[config.mk]
export PLATFORM = sky130hd
export DESIGN_NAME = dcache_wbuf
export DESIGN_NICKNAME = d
export VERILOG_FILES = /design/src/rtl/dcache_wbuf_pkg.sv /design/src/rtl/dcache_wbuf_fifo.sv /design/src/rtl/dcache_wbuf.sv
export SDC_FILE = /design/constraint.sdc
export NUM_CORES = 1
export LEC_CHECK = 0
export BUFFER_PORTS_ARGS = -buffer_cell sky130_fd_sc_hd__buf_2
export CAP_MARGIN = 40
export CORE_AREA = 5 5 217 219
export DETAILED_ROUTE_END_ITERATION = 6
export DIE_AREA = 0 0 222 224
export PLACE_DENSITY = 0.89
export SYNTH_ARGS = -nofsm -noshare
export SYNTH_HDL_FRONTEND = slang
export SYNTH_SLANG_ARGS = --single-unit
[constraint.sdc]
create_clock -name clk -period 8.9 [get_ports clk]
set_input_delay 0.445 -clock clk [delete_from_list [all_inputs] [get_ports clk]]
set_output_delay 0.445 -clock clk [all_outputs]
set_load 0.01 [all_outputs]
[src/rtl/dcache_wbuf_pkg.sv]
// Shared types and constants for the data-cache write buffer.
package dcache_wbuf_pkg;

  localparam logic [2:0] WR_TYPE_WORD     = 3'b010;
  localparam logic [2:0] WR_TYPE_LINE     = 3'b100;
  localparam int         LINE_OFFSET_BITS = 4;
  localparam int         TAG_W            = 32 - LINE_OFFSET_BITS;

  typedef enum logic [1:0] {
    ST_RUN   = 2'b00,
    ST_FLUSH = 2'b01,
    ST_DONE  = 2'b10
  } wbuf_state_e;

  typedef struct packed {
    logic [2:0]   wr_type;
    logic [31:0]  addr;
    logic [3:0]   wstrb;
    logic [127:0] data;
  } wbuf_entry_t;

endpackage

[src/rtl/dcache_wbuf_fifo.sv]
// Circular write-entry store with extended pointers; exposes per-slot line tags
// so the parent can detect read-after-write hazards.
module wbuf_fifo
  import dcache_wbuf_pkg::*;
#(
  parameter int DEPTH = 4
) (
  input  logic                        clk,
  input  logic                        reset,
  input  logic                        enq,
  input  wbuf_entry_t                 enq_entry,
  input  logic                        deq,
  output wbuf_entry_t                 head_entry,
  output logic [DEPTH-1:0]            slot_valid,
  output logic [DEPTH-1:0][TAG_W-1:0] slot_tag,
  output logic                        full,
  output logic                        empty
);

  localparam int IDX_W = $clog2(DEPTH);
  localparam int PTR_W = IDX_W + 1;

  logic [PTR_W-1:0] wr_ptr_r;
  logic [PTR_W-1:0] rd_ptr_r;
  logic [PTR_W-1:0] count_s;
  logic [IDX_W-1:0] off_s;
  logic             enq_ok_s;
  logic             deq_ok_s;
  wbuf_entry_t      mem_r [DEPTH];

  assign full       = (wr_ptr_r[PTR_W-1] != rd_ptr_r[PTR_W-1]) &&
                      (wr_ptr_r[IDX_W-1:0] == rd_ptr_r[IDX_W-1:0]);
  assign empty      = (wr_ptr_r == rd_ptr_r);
  assign enq_ok_s   = enq && !full;
  assign deq_ok_s   = deq && !empty;
  assign count_s    = wr_ptr_r - rd_ptr_r;
  assign head_entry = mem_r[rd_ptr_r[IDX_W-1:0]];

  // A slot is live when its distance from the read index is below the occupancy.
  always_comb begin
    off_s      = '0;
    slot_valid = '0;
    slot_tag   = '0;
    for (int i = 0; i < DEPTH; i++) begin
      off_s         = IDX_W'(i) - rd_ptr_r[IDX_W-1:0];
      slot_valid[i] = ({1'b0, off_s} < count_s);
      slot_tag[i]   = mem_r[i].addr[31:LINE_OFFSET_BITS];
    end
  end

  // Entry payload write; payload is not reset, only the pointers qualify it.
  always_ff @(posedge clk) begin
    if (enq_ok_s) begin
      mem_r[wr_ptr_r[IDX_W-1:0]] <= enq_entry;
    end
  end

  // Pointer update, wrapping with MSB toggle.
  always_ff @(posedge clk) begin
    if (reset) begin
      wr_ptr_r <= '0;
      rd_ptr_r <= '0;
    end else begin
      if (enq_ok_s) begin
        wr_ptr_r <= wr_ptr_r + PTR_W'(1'b1);
      end
      if (deq_ok_s) begin
        rd_ptr_r <= rd_ptr_r + PTR_W'(1'b1);
      end
    end
  end

endmodule

[src/rtl/dcache_wbuf.sv]
// Data-cache write buffer: queues dcache writes toward the bridge, stalls reads
// that hit a buffered line, and supports a drain-all flush handshake.
module dcache_wbuf
  import dcache_wbuf_pkg::*;
#(
  parameter int DEPTH = 4
) (
  input  logic         clk,
  input  logic         reset,
  input  logic         cache_wr_req,
  input  logic [2:0]   cache_wr_type,
  input  logic [31:0]  cache_wr_addr,
  input  logic [3:0]   cache_wr_wstrb,
  input  logic [127:0] cache_wr_data,
  output logic         cache_wr_rdy,
  input  logic         cache_rd_req,
  input  logic [2:0]   cache_rd_type,
  input  logic [31:0]  cache_rd_addr,
  output logic         cache_rd_rdy,
  output logic         mem_wr_req,
  output logic [2:0]   mem_wr_type,
  output logic [31:0]  mem_wr_addr,
  output logic [3:0]   mem_wr_wstrb,
  output logic [127:0] mem_wr_data,
  input  logic         mem_wr_rdy,
  output logic         mem_rd_req,
  output logic [2:0]   mem_rd_type,
  output logic [31:0]  mem_rd_addr,
  input  logic         mem_rd_rdy,
  input  logic         flush_req,
  output logic         flush_done,
  output logic         wbuf_empty
);

  wbuf_state_e                 state_r;
  wbuf_state_e                 state_nxt_s;
  wbuf_entry_t                 enq_entry_s;
  wbuf_entry_t                 head_s;
  logic                        enq_s;
  logic                        deq_s;
  logic                        full_s;
  logic                        empty_s;
  logic                        conflict_s;
  logic [DEPTH-1:0]            slot_valid_s;
  logic [DEPTH-1:0][TAG_W-1:0] slot_tag_s;

  assign cache_wr_rdy = !full_s && (state_r == ST_RUN);
  assign enq_s        = cache_wr_req && cache_wr_rdy;
  assign deq_s        = mem_wr_req && mem_wr_rdy;
  assign enq_entry_s  = '{wr_type: cache_wr_type, addr: cache_wr_addr,
                          wstrb: cache_wr_wstrb, data: cache_wr_data};

  wbuf_fifo #(.DEPTH(DEPTH)) u_fifo (
    .clk        (clk),
    .reset      (reset),
    .enq        (enq_s),
    .enq_entry  (enq_entry_s),
    .deq        (deq_s),
    .head_entry (head_s),
    .slot_valid (slot_valid_s),
    .slot_tag   (slot_tag_s),
    .full       (full_s),
    .empty      (empty_s)
  );

  assign mem_wr_req   = !empty_s;
  assign mem_wr_type  = head_s.wr_type;
  assign mem_wr_addr  = head_s.addr;
  assign mem_wr_wstrb = head_s.wstrb;
  assign mem_wr_data  = head_s.data;
  assign wbuf_empty   = empty_s;
  assign flush_done   = (state_r == ST_DONE);

  // A read conflicts with any live entry, or the entry entering this cycle, on the same line.
  always_comb begin
    conflict_s = enq_s &&
                 (cache_wr_addr[31:LINE_OFFSET_BITS] == cache_rd_addr[31:LINE_OFFSET_BITS]);
    for (int i = 0; i < DEPTH; i++) begin
      conflict_s = conflict_s ||
                   (slot_valid_s[i] && (slot_tag_s[i] == cache_rd_addr[31:LINE_OFFSET_BITS]));
    end
  end

  assign mem_rd_req   = cache_rd_req && !conflict_s;
  assign cache_rd_rdy = mem_rd_rdy && !conflict_s;
  assign mem_rd_type  = cache_rd_type;
  assign mem_rd_addr  = cache_rd_addr;

  // Flush sequencing next-state.
  always_comb begin
    state_nxt_s = state_r;
    case (state_r)
      ST_RUN: begin
        if (flush_req) state_nxt_s = ST_FLUSH;
        else           state_nxt_s = ST_RUN;
      end
      ST_FLUSH: begin
        if (empty_s && !enq_s) state_nxt_s = ST_DONE;
        else                   state_nxt_s = ST_FLUSH;
      end
      ST_DONE: state_nxt_s = ST_RUN;
      default: state_nxt_s = ST_RUN;
    endcase
  end

  // Flush state register.
  always_ff @(posedge clk) begin
    if (reset) begin
      state_r <= ST_RUN;
    end else begin
      state_r <= state_nxt_s;
    end
  end

endmodule

==> impl_metrics.tcl <==
set metrics [dict create \
    r2r-start "u_fifo.rd_ptr_r[1]" \
    rsz0062_at_grt "no" \
    slew_headroom 0.4447 \
    start_util 0.5921 \
    io_pins 417 \
    worst_r2r_endpoint "u_fifo.mem_r[1][50]" \
    multi_input_comb_area_um2 5753 \
    drive_above_1_share 0.4209 \
    cp.depth 12 \
    pwr-share-seq 0.475 \
    p_clk_frac 0.323 \
    row_count 78 \
    min_period_ns 3.538 \
    grt_use_total 0.2571 \
    p_total_w 0.008385 \
    syn-num-nets 1426 \
    place.gp.congestion 0.8585 \
    hpwl_um 40760 \
    clk_latency_ns 0.60 \
    p_int_w 0.006143 \
    cts_buffer_depth 3 \
    yosys_warnings 0 \
    crit_top_cell "inv_1" \
    tightest_slew_ns 0.8330 \
    seqCellArea_um2 20270 \
    synth_area_um2 26580 \
    power_leakage_nw 10.39 \
    area_growth_pct 17.84 \
    use_met1 0.3060 \
    ant_nets 0 \
    cts_resized 0 \
    ys_types 31 \
    hold_violations 0 \
    path_cells "inv_1 -> ha_1 -> inv_1 -> fa_1 -> inv_1 -> ha_1 -> nor2_1 -> o21ai_1 -> nand3_1 -> nand4_1 -> nor2_1 -> buf_2" \
    async_reset_ff_frac 0 \
    avgSynthCellArea_um2 22.10 \
    slew_violations 0 \
    die_h_um 224 \
    grt_overflow 0 \
    grt_pass1_wl_um 93940 \
    die_w_um 222 \
    root_buffer "clkbuf_16" \
    cts_tree "yes" \
    grt_pass1_vias 14310 \
    ys_ff_latch 678 \
    clkTransAtPathRegs_ns 0.07 \
    wirelength_um 64380 \
    worstSetupStartpoint "u_fifo.wr_ptr_r[0]" \
    post_cts_buffers 0 \
    p_comb_frac 0.202 \
    ys_seq_area_frac 0.7622 \
    switchingPower_w 0.002242 \
    skew_ns 0.01742 \
    vias 13700 \
    cpPeakStageDelay_ns 0.42 \
    startpoint_type "register" \
    synth-edff-count 668 \
    fillers 2606 \
    core_um2 44890 \
    critPathCaptureType "output port" \
    dieArea_um2 49730 \
    status "completed" \
    use_met2 0.4561 \
    gr-max-usage-layer "met2" \
    grt_use_met3 0.06749 \
    fin_nets 1819 \
    antenna_found_initial 17 \
    setup_viol 0 \
    numPortBuffers 402 \
    rrSetupSlack_ns 5.48 \
    grt_max_degree 57 \
    critical_path_buf_inv_count 4 \
    cts_made_buffers 66 \
    hold_path_depth 1 \
    cts.sinks 678 \
    place_area_um2 29220 \
    finalSetupTns_ns 0 \
    critical_path.max_fanout 5 \
    cp.arrival_ns 3.09 \
    cp_top_family "adder cells" \
    swShare 0.2674 \
    crit_required_ns 8.46 \
    period_share 0.3975 \
    r2r_cells 7 \
    ctsHoldBuffers 0 \
    maxCapViolations 0 \
    routedWlPerCell_um 28.61 \
    peakVddDrop_mv 0.2648 \
    worst_hold_slack_ns 0.05127 \
    setup.worst_path.end "cache_rd_rdy" \
    post-route-drc-count 0 \
    path_class "register to output port" \
    power.density_nw_per_um2 267.7 \
    final_cell_area_um2 31330 \
    via_per_inst 6.088 \
    htreeDepth 3 \
    timing.fmax_ghz 0.2827 \
    drt_first_pass_iters 5 \
    hp-class "input port to register" \
    synth_cells 1203 \
    synthFlopType "edfxtp_1" \
    drt_iter0_drc 1403 \
    crit_slowest_cell "dfxtp_1" \
]
## cells in the mapped netlist (2+ instances only)
cell type	number	area, um^2
nand3_1	8	40.04
dfxtp_1	10	200.2
mux4_2	167	3761
buf_4	38	285.3
nor2b_1	3	18.77
o21ai_1	2	10.01
nand4_1	36	225.2
nor4_1	5	31.28
xnor2_1	144	1261
edfxtp_1	668	20060
nand2_1	6	22.52
nor2_1	11	41.29
ha_1	13	162.7
inv_1	7	26.28
buf_2	17	85.08
buf_1	15	56.30
nor3_1	6	30.03
and2_1	3	18.77
clkbuf_1	32	120.1
## power groups by stage
stage               combinational [W]  clock (W)  sequential, W
floorplan                     0.00101          0        0.00402
CTS                           0.00171    0.00275        0.00399
finish                        0.00169    0.00271        0.00398
detailed placement            0.00168          0        0.00404
global placement              0.00160          0        0.00403
global route                  0.00180    0.00290        0.00400
## worst min path at each step
stage                        from                    to  slack [ns]
6_report        cache_wr_wstrb[2]  u_fifo.mem_r[2][130]        0.05
5_1_grt         cache_wr_wstrb[2]  u_fifo.mem_r[1][130]        0.04
3_3_place_gp   u_fifo.rd_ptr_r[1]              register        0.52
3_5_place_dp   u_fifo.rd_ptr_r[1]              register        0.54
2_1_floorplan  u_fifo.rd_ptr_r[1]              register        0.48
4_1_cts         cache_wr_wstrb[2]  u_fifo.mem_r[2][130]        0.01
## final cells by class
cell class,instances,area share
antenna,6,0.0004793
clock buffer,77,0.05540
sequential,678,0.6470
multi-input combinational,415,0.1837
timing repair buffer,427,0.07717
tap,600,0.02397
inverter,8,0.0009586
clock inverter,39,0.01138
## placed cells by master (no fill, tap or decap), types with 7 or more instances in the layout
cell type / netlist / layout
xnor2_1: 144 / 144
buf_2: 17 / 402
buf_16: 0 / 9
dfxtp_1: 10 / 8
clkbuf_1: 32 / 9
clkbuf_16: 0 / 68
edfxtp_1: 668 / 668
clkinv_1: 0 / 18
nor2_1: 11 / 11
buf_4: 38 / 13
nand3_1: 8 / 8
ha_1: 13 / 13
mux4_2: 167 / 167
inv_1: 7 / 7
nand4_1: 36 / 36
## per-stage QoR
stage / instances / setup WS [ns] / util
detailed placement: 2128 / 5.489 / 0.6508
floorplan: 1203 / 3.237 / -
finish: 2250 / 5.362 / 0.6978
global route: 2249 / 5.104 / 0.6977
CTS: 2244 / 5.293 / 0.6974
global placement: 2116 / 5.330 / 0.6440
## per-layer routing
metal / vias to the layer above / share of wire
li1: 5662 / -
met1: 7110 / 0.34
met2: 755 / 0.54
met3: 150 / 0.081
met4: 20 / 0.034
met5: - / 0.0019
## registers in the layout (all words and copies together) (netlist names), named ones only
register	cells
u_fifo.mem_r	668
u_fifo.wr_ptr_r	3
state_r	2
u_fifo.rd_ptr_r	3
## cell families after synthesis
logic type / Yosys count / share of synthesized area
flops: 678 / 0.7622
mux: 168 / 0.1419
xor+xnor: 146 / 0.04839
buf+inv: 110 / 0.02170
simple gates: 81 / 0.01765
fa+ha+maj: 14 / 0.006872
compound gates: 6 / 0.001365
Note: power is estimated with default switching activity, not from simulation.
